File: config.mk
export PLATFORM = sky130hd
export DESIGN_NAME = spi_flash_resp
export DESIGN_NICKNAME = d
export VERILOG_FILES = /design/src/rtl/spi_flash_pkg.sv /design/src/rtl/spi_sync_edge.sv /design/src/rtl/spi_flash_resp.sv
export SDC_FILE = /design/constraint.sdc
export NUM_CORES = 1
export LEC_CHECK = 0
export ABC_AREA = 1
export BUFFER_PORTS_ARGS = -buffer_cell sky130_fd_sc_hd__clkbuf_2
export CORE_MARGIN = 4
export CORE_UTILIZATION = 60
export CTS_BUF_LIST = sky130_fd_sc_hd__clkbuf_8
export DETAILED_ROUTE_END_ITERATION = 8
export GPL_ROUTABILITY_DRIVEN = 0
export PLACE_DENSITY = 0.78
export SETUP_SLACK_MARGIN = 0.3
export SYNTH_ARGS = -nofsm -noshare
export SYNTH_HDL_FRONTEND = slang
export SYNTH_HIERARCHICAL = 1
export SYNTH_SLANG_ARGS = --single-unit
File: constraint.sdc
create_clock -name i_clk -period 1.71 [get_ports i_clk]
set_input_delay 0.2565 -clock i_clk [delete_from_list [all_inputs] [get_ports i_clk]]
set_output_delay 0.2565 -clock i_clk [all_outputs]
set_load 0.05 [all_outputs]
File: src/rtl/spi_flash_pkg.sv
// rtl/spi_flash_pkg.sv - opcodes and state encoding shared by the SPI flash responder
package spi_flash_pkg;

  localparam logic [7:0] CMD_READ = 8'h03;
  localparam logic [7:0] CMD_RDID = 8'h9F;
  localparam logic [7:0] CMD_RDSR = 8'h05;

  typedef enum logic [2:0] {
    ST_IDLE,
    ST_CMD,
    ST_ADDR,
    ST_DATA,
    ST_IGNORE
  } state_t;

endpackage

File: src/rtl/spi_sync_edge.sv
// rtl/spi_sync_edge.sv - 2-FF synchroniser with rise/fall pulses on the synchronised level
module spi_sync_edge #(
  parameter logic RST_VAL = 1'b0
) (
  input  logic i_clk,
  input  logic i_rst,
  input  logic i_d,
  output logic o_q,
  output logic o_rise,
  output logic o_fall
);

  logic r_meta;
  logic r_sync;
  logic r_prev;

  always_ff @(posedge i_clk) begin
    if (i_rst) begin
      r_meta <= RST_VAL;
      r_sync <= RST_VAL;
      r_prev <= RST_VAL;
    end else begin
      r_meta <= i_d;
      r_sync <= r_meta;
      r_prev <= r_sync;
    end
  end

  assign o_q    = r_sync;
  assign o_rise = r_sync & ~r_prev;
  assign o_fall = ~r_sync & r_prev;

endmodule

File: src/rtl/spi_flash_resp.sv
// rtl/spi_flash_resp.sv - mode-0 SPI flash target answering READ, RDID and RDSR
module spi_flash_resp
  import spi_flash_pkg::*;
#(
  parameter logic [23:0] JEDEC_ID = 24'hEF4016,
  parameter int          ADDR_W   = 16
) (
  input  logic              i_clk,
  input  logic              i_rst,
  input  logic              i_spi_sck,
  input  logic              i_spi_cs_n,
  input  logic              i_spi_mosi,
  output logic              o_spi_miso,
  output logic              o_spi_miso_oe,
  output logic              o_mem_rd,
  output logic [ADDR_W-1:0] o_mem_addr,
  input  logic [7:0]        i_mem_data,
  output logic              o_busy
);

  logic w_sck, w_sck_rise, w_sck_fall;
  logic w_cs_n, w_cs_rise, w_cs_fall;

  spi_sync_edge #(.RST_VAL(1'b0)) u_sck_sync (
    .i_clk(i_clk), .i_rst(i_rst), .i_d(i_spi_sck),
    .o_q(w_sck), .o_rise(w_sck_rise), .o_fall(w_sck_fall)
  );

  spi_sync_edge #(.RST_VAL(1'b1)) u_cs_sync (
    .i_clk(i_clk), .i_rst(i_rst), .i_d(i_spi_cs_n),
    .o_q(w_cs_n), .o_rise(w_cs_rise), .o_fall(w_cs_fall)
  );

  state_t              r_state, w_next_state;
  logic                r_mosi_meta, r_mosi_sync;
  logic [1:0]          r_warm;
  logic                r_armed;
  logic                r_busy;
  logic [2:0]          r_bit_cnt;
  logic [1:0]          r_byte_cnt;
  logic [6:0]          r_shift;
  logic [23:0]         r_addr;
  logic [7:0]          r_cmd;
  logic [7:0]          r_tx;
  logic                r_miso;
  logic                r_rd;
  logic                r_rd_d;
  logic [ADDR_W-1:0]   r_mem_addr;
  logic [7:0]          w_cmd_byte;
  logic [23:0]         w_addr_full;
  logic [1:0]          w_id_next;

  function automatic logic [7:0] id_byte(input logic [1:0] idx);
    case (idx)
      2'd0:    id_byte = JEDEC_ID[23:16];
      2'd1:    id_byte = JEDEC_ID[15:8];
      2'd2:    id_byte = JEDEC_ID[7:0];
      default: id_byte = 8'h00;
    endcase
  endfunction

  assign w_cmd_byte  = {r_shift, r_mosi_sync};
  assign w_addr_full = {r_addr[22:0], r_mosi_sync};
  assign w_id_next   = (r_byte_cnt == 2'd3) ? 2'd3 : r_byte_cnt + 2'd1;

  always_ff @(posedge i_clk) begin
    if (i_rst) r_state <= ST_IDLE;
    else       r_state <= w_next_state;
  end

  // A new transfer needs a real CS_n fall with SCK idle low, and only once armed
  always_comb begin
    w_next_state = r_state;
    if (w_cs_n) begin
      w_next_state = ST_IDLE;
    end else begin
      case (r_state)
        ST_IDLE: if (w_cs_fall && r_armed && !w_sck) w_next_state = ST_CMD;
        ST_CMD: begin
          if (w_sck_rise && r_bit_cnt == 3'd7) begin
            if (w_cmd_byte == CMD_READ)                                w_next_state = ST_ADDR;
            else if (w_cmd_byte == CMD_RDID || w_cmd_byte == CMD_RDSR) w_next_state = ST_DATA;
            else                                                       w_next_state = ST_IGNORE;
          end
        end
        ST_ADDR: if (w_sck_rise && r_bit_cnt == 3'd7 && r_byte_cnt == 2'd2) w_next_state = ST_DATA;
        default: w_next_state = r_state;
      endcase
    end
  end

  always_ff @(posedge i_clk) begin
    if (i_rst) begin
      r_mosi_meta <= 1'b0;
      r_mosi_sync <= 1'b0;
      r_warm      <= 2'b00;
      r_armed     <= 1'b0;
      r_busy      <= 1'b0;
      r_bit_cnt   <= 3'd0;
      r_byte_cnt  <= 2'd0;
      r_shift     <= 7'd0;
      r_addr      <= 24'd0;
      r_cmd       <= 8'h00;
      r_tx        <= 8'h00;
      r_miso      <= 1'b0;
      r_rd        <= 1'b0;
      r_rd_d      <= 1'b0;
      r_mem_addr  <= '0;
    end else begin
      r_mosi_meta <= i_spi_mosi;
      r_mosi_sync <= r_mosi_meta;
      r_warm      <= {r_warm[0], 1'b1};
      // Arm only once CS_n has been seen high through a synchroniser flushed of reset values
      if (w_cs_rise || (r_warm[1] && w_cs_n)) r_armed <= 1'b1;
      r_busy <= ~w_cs_n;
      r_rd   <= 1'b0;
      r_rd_d <= r_rd;
      if (r_rd_d) r_tx <= i_mem_data;
      if (r_state != ST_DATA) r_miso <= 1'b0;
      if (w_cs_n) begin
        r_bit_cnt  <= 3'd0;
        r_byte_cnt <= 2'd0;
      end else begin
        case (r_state)
          ST_IDLE: begin
            r_bit_cnt  <= 3'd0;
            r_byte_cnt <= 2'd0;
          end
          ST_CMD: if (w_sck_rise) begin
            r_shift   <= w_cmd_byte[6:0];
            r_bit_cnt <= r_bit_cnt + 3'd1;
            if (r_bit_cnt == 3'd7) begin
              r_cmd <= w_cmd_byte;
              r_tx  <= (w_cmd_byte == CMD_RDID) ? JEDEC_ID[23:16] : 8'h00;
            end
          end
          ST_ADDR: if (w_sck_rise) begin
            r_addr    <= w_addr_full;
            r_bit_cnt <= r_bit_cnt + 3'd1;
            if (r_bit_cnt == 3'd7) begin
              r_byte_cnt <= (r_byte_cnt == 2'd2) ? 2'd0 : r_byte_cnt + 2'd1;
              if (r_byte_cnt == 2'd2) begin
                r_rd       <= 1'b1;
                r_mem_addr <= w_addr_full[ADDR_W-1:0];
              end
            end
          end
          ST_DATA: if (w_sck_fall) begin
            r_miso    <= r_tx[7];
            r_tx      <= {r_tx[6:0], 1'b0};
            r_bit_cnt <= r_bit_cnt + 3'd1;
            // Last bit of this byte is now on MISO: fetch the next byte a full SCK period early
            if (r_bit_cnt == 3'd7) begin
              if (r_cmd == CMD_READ) begin
                r_rd       <= 1'b1;
                r_mem_addr <= r_mem_addr + 1'b1;
              end else if (r_cmd == CMD_RDID) begin
                r_tx       <= id_byte(w_id_next);
                r_byte_cnt <= w_id_next;
              end else begin
                r_tx <= 8'h00;
              end
            end
          end
          default: ;
        endcase
      end
    end
  end

  assign o_spi_miso_oe = (r_state == ST_DATA);
  assign o_spi_miso    = r_miso & o_spi_miso_oe;
  assign o_mem_rd      = r_rd;
  assign o_mem_addr    = r_mem_addr;
  assign o_busy        = r_busy;

endmodule

==> impl_metrics.py <==
metrics = {
    "synth": {
        "synth-compound-area-share_pct": 14.5,
        "syn_area_sq_um": 3840,
        "synth_nets": 607,
        "ys_seq_area_share_pct": 40.1,
        "synthAdderAreaFrac_pct": 0.976,
        "synth_warnings": 6,
        "ys_ff_latch": 77,
        "synth_top_family_by_area": "simple AND/OR/NAND/NOR gates",
        "yosys.area_share.xor_xnor_pct": 0,
        "synth_mux_area_share_pct": 0.781,
        "syn_inst": 591,
        "yosys.area_share.simple_pct": 33.1,
        "synth.distinct_cells": 34,
        "syn_avg_cell_area_sq_um": 6.51,
    },
    "sta": {
        "worstMarginPinSlew_ps": 454,
        "slew_headroom_pct": 69.8,
        "finalHoldViolations": 0,
        "fin_crit_ps": 1750,
        "skew_ps": 10.2,
        "timing.hold.ws_ps": 73.3,
        "worst_slack_ps": -43.0,
        "setup_viol": 1,
        "rsz0062_at_grt": "true",
        "slew_viol_final": 0,
        "fin_tns_setup_ps": -43.0,
        "period_share_pct": 103,
        "max_freq_mhz": 570,
    },
    "clock_network": {
        "clockBufferDepth": 2,
        "cts-hold-fix-buffers": 0,
        "clkSinkCount": 77,
        "cts.htree.levels": 3,
        "clk_pin_slew_ps": 80,
        "clock_latency_ps": 360,
        "numCtsBuffers": 9,
        "clock-root-buffer": "clkbuf_8",
        "cts_tree": "yes",
    },
    "setup_path": {
        "worstSetupPathType": "reg2reg",
        "required_ps": 1970,
        "cp_max_fo": 4,
        "crit_slowest_cell": "dfxtp_2",
        "critPathLaunchType": "register",
        "end_kind": "register",
        "critical_path_buf_inv_count": 1,
        "cp_cell_sequence": "ha_4 -> ha_4 -> o21ai_2 -> nand2_2 -> nand2_4 -> nor2_4 -> buf_6 -> nand3_2 -> nor2_2 -> nor2_2 -> nor2_1",
        "critPathTopFamily": "simple AND/OR/NAND/NOR gates",
        "critPathMaxStageDelay_ps": 360,
        "critPathArrivalTime_ps": 2020,
    },
    "placement": {
        "dpl.cell_count": 693,
        "port_buffers": 32,
        "place_area_sq_um": 4180,
        "dp_slack_ps": 21.3,
        "dp_hpwl_um": 6620,
    },
    "grt": {
        "grt_pass1_wl_um": 17300,
        "first_global_vias": 3775,
        "antenna_found_initial": 0,
        "grt_start_max_net_pins": 47,
        "gr-total-overflow": 0,
        "grt_usage_pct": 28.5,
    },
    "detailed_routing": {
        "via_per_inst": 5.86,
        "drtIter0Drc": 554,
        "drtAntennaViolNets": 0,
        "routedWlPerCell_um": 16.5,
        "drc": 0,
        "first_pass_iters": 5,
        "routed_wl_um": 12300,
        "via_count": 4371,
    },
    "run_status": {
        "status": "complete, but fails checks",
        "violations": "setup timing",
    },
    "floorplan": {
        "die_w_um": 88.1,
        "fp.dieH_um": 88.1,
        "start_util_pct": 63.4,
        "coreArea_sq_um": 6060,
        "rows": 28,
        "pin_count": 33,
        "dieArea_sq_um": 7750,
    },
    "layout": {
        "layout.nets": 682,
        "postLayoutCoreUtil_pct": 84.0,
        "synthToLayoutAreaGrowth_pct": 32.4,
        "regArea_sq_um": 1580,
        "finalInstanceArea_sq_um": 5090,
        "insertedDiodeCount": 0,
        "multiInputGateArea_sq_um": 2260,
        "nFillCells": 362,
        "final_cells": 746,
        "drive_gt1_share_pct": 31.0,
    },
    "job": {
        "maxCapViolations": 0,
    },
    "power": {
        "power_mw": 3.32,
        "power.density_nw_per_um2": 652,
        "p_leak_nw": 2.17,
        "peakVddDrop_mv": 0.500,
    },
    "worst_hold_path": {
        "hp-class": "in2reg",
    },
}
-- repair_timing --
action                     4_1_cts  5_1_grt
pin swaps                       20       25
gates cloned                     3        0
setup endpoints to repair       61       62
setup buffers                   26        8
resized for setup               68       78
-- routing by layer --
metal  vias up  global-route usage [%]  share of wire [%]
li1       2018                       -                  -
met1      1975                    36.7                 38
met2       311                    45.6                 47
met3        67                    5.27                 10
met4         0                    14.3                4.9
met5         -                       0                  0
-- cell type report --
| class | count | area share, % |
|---|---|---|
| multi-input cells | 417 | 44.4 |
| clock inverters | 6 | 1.20 |
| flip-flops and latches | 77 | 31.1 |
| clock buffers | 10 | 2.70 |
| inverters | 83 | 6.68 |
| well taps | 75 | 1.84 |
| repair inverters | 2 | 0.344 |
| repair buffers | 76 | 11.7 |
-- Yosys cell counts, drive strengths merged --
library cell / count / share of area [%]
a21oi: 39 / 5.2
a31oi: 1 / 0.16
buf: 8 / 1.6
clkbuf: 7 / 0.68
clkinv: 2 / 0.20
dfxtp: 77 / 40
ha: 3 / 0.98
inv: 81 / 8.0
mux2i: 3 / 0.78
nand2: 138 / 14
nand3: 28 / 3.6
nand3b: 2 / 0.39
nand4: 7 / 1.1
nor2: 116 / 12
nor3: 8 / 1.2
nor3b: 1 / 0.20
o211ai: 1 / 0.20
o21a: 1 / 0.20
o21ai: 63 / 8.4
o21bai: 1 / 0.20
o22ai: 1 / 0.16
or2: 3 / 0.49
-- placed cells by master, fill, tap and decap left out, types with 9 or more instances in the layout --
| cell | Yosys | final |
|---|---|---|
| dfxtp_2 | 0 | 13 |
| buf_6 | 3 | 11 |
| nand2_1 | 131 | 108 |
| nor2_4 | 3 | 13 |
| a21oi_1 | 38 | 31 |
| o21ai_0 | 60 | 36 |
| nand2_2 | 5 | 20 |
| buf_4 | 2 | 28 |
| nor2_2 | 0 | 9 |
| clkbuf_2 | 0 | 31 |
| o21ai_1 | 1 | 19 |
| dfxtp_1 | 77 | 57 |
| nand3_1 | 28 | 23 |
| nand2_4 | 2 | 9 |
| nor2_1 | 113 | 94 |
| inv_1 | 77 | 71 |
| clkbuf_8 | 0 | 10 |
-- tightest hold or removal path, cell delays in order --
cell      delay (ps)
clkbuf_2          80
inv_1             30
nand2_1           40
-- sequential cells by signal, indices dropped and copies added (netlist names) --
name               flops
o_mem_addr            16
r_addr                15
r_cmd                  8
r_tx                   8
r_shift                7
r_bit_cnt              3
r_state                3
r_byte_cnt             2
r_warm                 2
o_busy                 1
o_mem_rd               1
r_armed                1
r_miso                 1
r_mosi_meta            1
r_mosi_sync            1
r_rd_d                 1
u_cs_sync/o_q          1
u_cs_sync/r_meta       1
u_cs_sync/r_prev       1
u_sck_sync/o_q         1
u_sck_sync/r_meta      1
u_sck_sync/r_prev      1
-- cell families after synthesis --
family,count (synthesis)
and+or+nand+nor,303
adders and majority gates,3
muxes,3
AOI/OAI and AO/OA,107
DFF,77
buffers and inverters,98
-- worst paths after layout --
kind,from,end,slack [ps],cells after the start
max,r_bit_cnt[1],o_mem_addr[10],-40,11
min,i_spi_cs_n,u_cs_sync/r_meta,70,3
max reg2reg,r_bit_cnt[1],o_mem_addr[10],-40,11
min reg2reg,r_warm[0],r_warm[1],410,2
-- report_power, final --
part           leakage (nW)  internal (mW)  switching, mW
combinational          1.43         0.0368         0.0684
sequential            0.635           1.79        0.00864
clock                 0.102          0.712          0.702
(Power assumes the default switching activity.)
